`src/rtl/arb_txn_mux.sv`:
```
// arb_txn_mux: steers arbiter-granted manager requests into a
// registered skid buffer and routes in-order responses back.
module arb_txn_mux #(
  parameter int NUM_M   = 2,
  parameter int A_WIDTH = 20,
  parameter int D_WIDTH = 16,
  localparam int G_BITS = $clog2(NUM_M + 1)
) (
  input  logic                     clk,
  input  logic                     rst_n,
  input  logic [NUM_M-1:0]         m_req_valid,
  output logic [NUM_M-1:0]         m_req_ready,
  input  logic [NUM_M-1:0]         m_req_we,
  input  logic [NUM_M*A_WIDTH-1:0] m_req_addr,
  input  logic [NUM_M*D_WIDTH-1:0] m_req_wdata,
  output logic [NUM_M-1:0]         m_resp_valid,
  input  logic [NUM_M-1:0]         m_resp_ready,
  output logic [D_WIDTH-1:0]       m_resp_rdata,
  output logic [NUM_M-1:0]         g_want,
  input  logic [G_BITS-1:0]        g_req,
  input  logic [G_BITS-1:0]        g_resp,
  output logic                     req_accepted,
  output logic                     resp_accepted,
  output logic                     s_req_valid,
  output logic                     s_req_we,
  output logic [A_WIDTH-1:0]       s_req_addr,
  output logic [D_WIDTH-1:0]       s_req_wdata,
  input  logic                     s_req_ready,
  input  logic                     s_resp_valid,
  input  logic [D_WIDTH-1:0]       s_resp_rdata,
  output logic                     s_resp_ready
);

  typedef struct packed {
    logic               we;
    logic [A_WIDTH-1:0] addr;
    logic [D_WIDTH-1:0] wdata;
  } pl_t;

  typedef enum logic [1:0] {
    EMPTY,
    BUSY,
    FULL
  } st_t;

  st_t  state_q, state_d;
  pl_t  out_q, out_d;
  pl_t  skid_q, skid_d;
  pl_t  in_pl;
  logic out_valid;
  logic skid_valid;
  logic in_ready;
  logic sel_valid;
  logic accept;
  logic drain;

  assign out_valid  = (state_q != EMPTY);
  assign skid_valid = (state_q == FULL);
  assign in_ready   = !skid_valid;
  assign g_want     = m_req_valid;

  // Select the granted manager; out-of-range grants match nothing.
  always_comb begin
    m_req_ready = '0;
    sel_valid   = 1'b0;
    in_pl       = '0;
    for (int i = 0; i < NUM_M; i++) begin
      if (g_req == G_BITS'(i)) begin
        m_req_ready[i] = in_ready;
        sel_valid      = m_req_valid[i];
        in_pl.we       = m_req_we[i];
        in_pl.addr     = m_req_addr[i*A_WIDTH +: A_WIDTH];
        in_pl.wdata    = m_req_wdata[i*D_WIDTH +: D_WIDTH];
      end
    end
  end

  assign accept       = sel_valid && in_ready;
  assign req_accepted = accept;
  assign drain        = out_valid && s_req_ready;

  // Skid buffer next state: accept loads out (or skid when stalled).
  always_comb begin
    state_d = state_q;
    out_d   = out_q;
    skid_d  = skid_q;
    case (state_q)
      EMPTY: begin
        if (accept) begin
          out_d   = in_pl;
          state_d = BUSY;
        end
      end
      BUSY: begin
        if (accept && drain) begin
          out_d = in_pl;
        end else if (accept) begin
          skid_d  = in_pl;
          state_d = FULL;
        end else if (drain) begin
          state_d = EMPTY;
        end
      end
      FULL: begin
        if (drain) begin
          out_d   = skid_q;
          state_d = BUSY;
        end
      end
      default: state_d = EMPTY;
    endcase
  end

  // Register state and payloads; reset discards buffered requests.
  always_ff @(posedge clk) begin
    if (!rst_n) begin
      state_q <= EMPTY;
      out_q   <= '0;
      skid_q  <= '0;
    end else begin
      state_q <= state_d;
      out_q   <= out_d;
      skid_q  <= skid_d;
    end
  end

  assign s_req_valid = out_valid;
  assign s_req_we    = out_q.we;
  assign s_req_addr  = out_q.addr;
  assign s_req_wdata = out_q.wdata;

  // Route the response to the response-granted manager only.
  always_comb begin
    m_resp_valid = '0;
    s_resp_ready = 1'b0;
    for (int i = 0; i < NUM_M; i++) begin
      if (g_resp == G_BITS'(i)) begin
        m_resp_valid[i] = s_resp_valid;
        s_resp_ready    = m_resp_ready[i];
      end
    end
  end

  assign resp_accepted = s_resp_valid && s_resp_ready;
  assign m_resp_rdata  = s_resp_rdata;

endmodule

```
`config.mk`:
```
export PLATFORM = sky130hd
export DESIGN_NAME = arb_txn_mux
export DESIGN_NICKNAME = d
export VERILOG_FILES = /design/src/rtl/arb_txn_mux.sv
export SDC_FILE = /design/constraint.sdc
export NUM_CORES = 1
export LEC_CHECK = 0
export ABC_AREA = 1
export CAP_MARGIN = 0
export CORE_UTILIZATION = 44
export CTS_CLUSTER_DIAMETER = 60
export DETAILED_ROUTE_END_ITERATION = 8
export HOLD_SLACK_MARGIN = 0.08
export PLACE_DENSITY = 0.82
export SLEW_MARGIN = 20
export SYNTH_ARGS = -nofsm -noshare
export SYNTH_HDL_FRONTEND = slang
export SYNTH_SLANG_ARGS = --single-unit
export TNS_END_PERCENT = 5
```
`constraint.sdc`:
```
create_clock -name clk -period 1.8 [get_ports clk]
set_input_delay 0.36 -clock clk [delete_from_list [all_inputs] [get_ports clk]]
set_output_delay 0.36 -clock clk [all_outputs]
set_load 0.03 [all_outputs]
```
==> metrics.md, run 1 <==
| Metric | Value |
|---|---|
| Combinational Power Share | a little under a third |
| Main synth FF type | dfxtp_1 |
| Post-synth EDFFs | 0 |
| Core area | 0.00881 sq mm |
| Num CTS Buffers | 9 |
| Ys async rst share | 0% |
| Longest Clk Path Bufs | 2 |
| Final ANT Viol Nets | 0 |
| 1st-iter DRT viols | 185 |
| Initial Util | a little under half |
| Slew Limit Fails | 0 |
| First-pass GRT wire length | roughly 18 mm |
| Synth warn | 0 |
| Most common cell after layout, fill and taps aside | nand2_1 |
| Syn Area/Cell | approximately 6.4 sq um |
| Skew-Pair Late Insertion Delay | ~0.35 ns |
| Delay-heaviest family, CP | buffers and inverters |
| Die area | around 0.0096 sq mm |
| Worst EP required | roughly 1.4 ns |
| Largest net degree at the start of global routing | 40 |
| Mapped cell area | slightly above 0.004 sq mm |
| H-tree levels | 3 |
| Worst slew pin tran | ~0.32 ns |
| Failing checks | design-rule violations |
| Register share of total power | 39.4% |
| CP endpoint kind | output port |
| Layout cells sized above 1 | under 10% |
| Min cycle time layout | 1.75 ns |
| Remaining global-route overflow | 0 |
| Ratio of total power to cell area | 840 mW/mm^2 |
| DRT Wirelength | about 11 mm |
| Hold Crit Class | flip-flop to flip-flop |
| Drt drc | 20 |
| Cells along the critical path | clkdlybuf4s50_1 |
| Flops & latches, synth | 76 |
| Final core occ | between 60% and 70% |
| ANT cells | 0 |
| RSZ-0062 raised after global routing | false |
| Final Total Pwr | around 4.8 mW |
| Initial antenna violation count | 0 |
| CTS tree | done |
| Max-cap viol count | 0 |
| Placer Congestion | roughly 0.8 |
| Slowest cell on the critical path | clkdlybuf4s50_1 |
| Final setup fails | 0 |
| # IOs | between 150 and 200 |
| CP Buf/Inv Count | 1 |
| Outcome | complete, but fails checks |
| Drt wl/cell | 12.7 microns |
| Peak supply drop | between 400 and 500 uV |
| Highest clock rate | roughly 570 MHz |
| Final Hold Viols | 0 |
| CTS Sinks | 76 |
| Die Height | 97.8 microns |
| WP data arrival | 1.39 ns |
| CTS root buf | clkbuf_8 |
| Worst R2R Setup Slack | 0.32 ns |
| Yosys cell types | 19 |
| Placed Cells incl. Taps | 843 |
| Chip width | slightly below 100 microns |
| Row count | 34 |
| HPWL Detailed | roughly 8 mm |
| CTS Hold Buffers Added | 0 |
| Switch share | between 30% and 40% |
| Kind of critical path | flip-flop to output port |
| Syn Inst Count | roughly 630 |
| Max incr delay on CP | 0.68 ns |
| Crit-path max FO | 2 |
| Cell internal pwr | between 3 and 4 mW |
| Clock Skews | between 0.008 and 0.009 ns |
| Rel. slew slack | 78.5% |
| Number of global-route vias before repair | between 4000 and 5000 |
| Final cell count without fillers | 859 |
| Nets@finish | between 800 and 900 |
| P&R area growth vs syn | 40.9% |
| Clock power frac | 30.1% |
| Crit share post-route | a little over nine tenths |
| Drt via density | around 5.1 |
| CTS clock-pin slew for the worst setup and hold paths | roughly 0.08 ns |
| Startpoint class of the critical path | flip-flop |
| PortBufs | 132 |
| Drt first pass iters | 6 |
| Most frequent cells in the layout | 269 x nand2_1, 120 x clkdlybuf4s50_1, 77 x a21oi_1 |
| Syn Nets | 729 |
| Leakage | 2.42 nW |
| Detailed-route via count | between 4000 and 5000 |
| Total track usage | between 20% and 30% |
| Psw | between 1 and 1.5 mW |
| Sequential share of the synthesized area | between 30% and 40% |
[layout make-up]
cell class	count	area, sq um
Clock buffer	11	141
Clock inverter	5	75.1
Fill cell	775	3110
Inverter	12	45.0
Multi-Input combinational cell	475	2110
Sequential cell	76	1520
Tap cell	108	135
Timing Repair Buffer	172	1660
[path summary, 6_finish.rpt]
path,from,endpoint,cells after the start
setup / recovery,s_req_addr[1],s_req_addr[1],1
hold / removal,skid_q[2],skid_q[2],2
setup reg to reg,state_q[1],s_req_addr[9],9
hold reg to reg,skid_q[2],skid_q[2],2
[metal layers]
| layer | share of wire, % | wire (microns) | GRT usage, % | vias up |
|---|---|---|---|---|
| li1 | - | - | - | 2215 |
| met1 | 41 | 4460 | 26.7 | 1994 |
| met2 | 51 | 5530 | 41.2 | 150 |
| met3 | 6.7 | 731 | 5.37 | 18 |
| met4 | 1.4 | 155 | 7.69 | 0 |
| met5 | 0 | 0 | 0 | - |
[stage by stage]
step | setup TNS (ns) | hold WS (ns) | instance area [sq um] | setup slack, ns
after detailed placement | -12.74 | 0.455 | 5480 | -0.189
after CTS | 0 | 0.467 | 5690 | 0.0151
after floorplan | 0 | 0.444 | 4040 | 0.133
after global placement | -7.79 | 0.451 | 5480 | -0.166
final | 0 | 0.467 | 5690 | 0.0496
after global routing | 0 | 0.491 | 5690 | 0.000486
[cells by family (layout without fill, tap and decap cells)]
group	count (synthesis)	in the layout	synth area share [%]
DFF	76	76	37.7
AOI/OAI and AO/OA	114	114	16.4
and+or+nand+nor	361	361	35.6
buffers and inverters	76	200	10.3
[power groups by stage]
stage | clock network, mW | registers, mW | logic (mW)
6_report | 1.44 | 1.88 | 1.46
5_1_grt | 1.53 | 1.90 | 1.58
4_1_cts | 1.45 | 1.89 | 1.46
3_5_place_dp | 0 | 1.92 | 1.46
3_3_place_gp | 0 | 1.92 | 1.42
2_1_floorplan | 0 | 2.15 | 0.639
[cells in the mapped netlist (2+ instances only)]
| cell type | n | share of area [%] |
|---|---|---|
| nand2_1 | 270 | 25 |
| nor2_1 | 41 | 3.8 |
| a21boi_1 | 11 | 2.0 |
| nor3_1 | 3 | 0.37 |
| a21boi_0 | 26 | 4.8 |
| buf_6 | 3 | 0.84 |
| buf_2 | 23 | 2.9 |
| dfxtp_1 | 76 | 38 |
| a21oi_1 | 77 | 9.5 |
| nand3_1 | 41 | 5.1 |
| buf_4 | 21 | 3.9 |
| inv_1 | 12 | 1.1 |
| clkbuf_1 | 16 | 1.5 |
| nor2_2 | 2 | 0.31 |
[registers in the layout, indices dropped and copies added, names as in the netlist]
register     cells
state_q          2
s_req_addr      20
s_req_wdata     16
skid_q          37
s_req_we         1
[repair_timing]
| action | 4_1_cts | 5_1_grt |
|---|---|---|
| pin swaps | 1 | 1 |
| buffers inserted | 0 | 0 |
| setup endpoints to repair | 3 | 2 |
| resized for setup | 4 | 2 |
(Power assumes the default switching activity.)
==> run 2: changes to the inputs <==
SLEW_MARGIN = not set   (was 20)
==> results of run 2 <==
Final layout, timing and power as in run 1 (identical DEF).
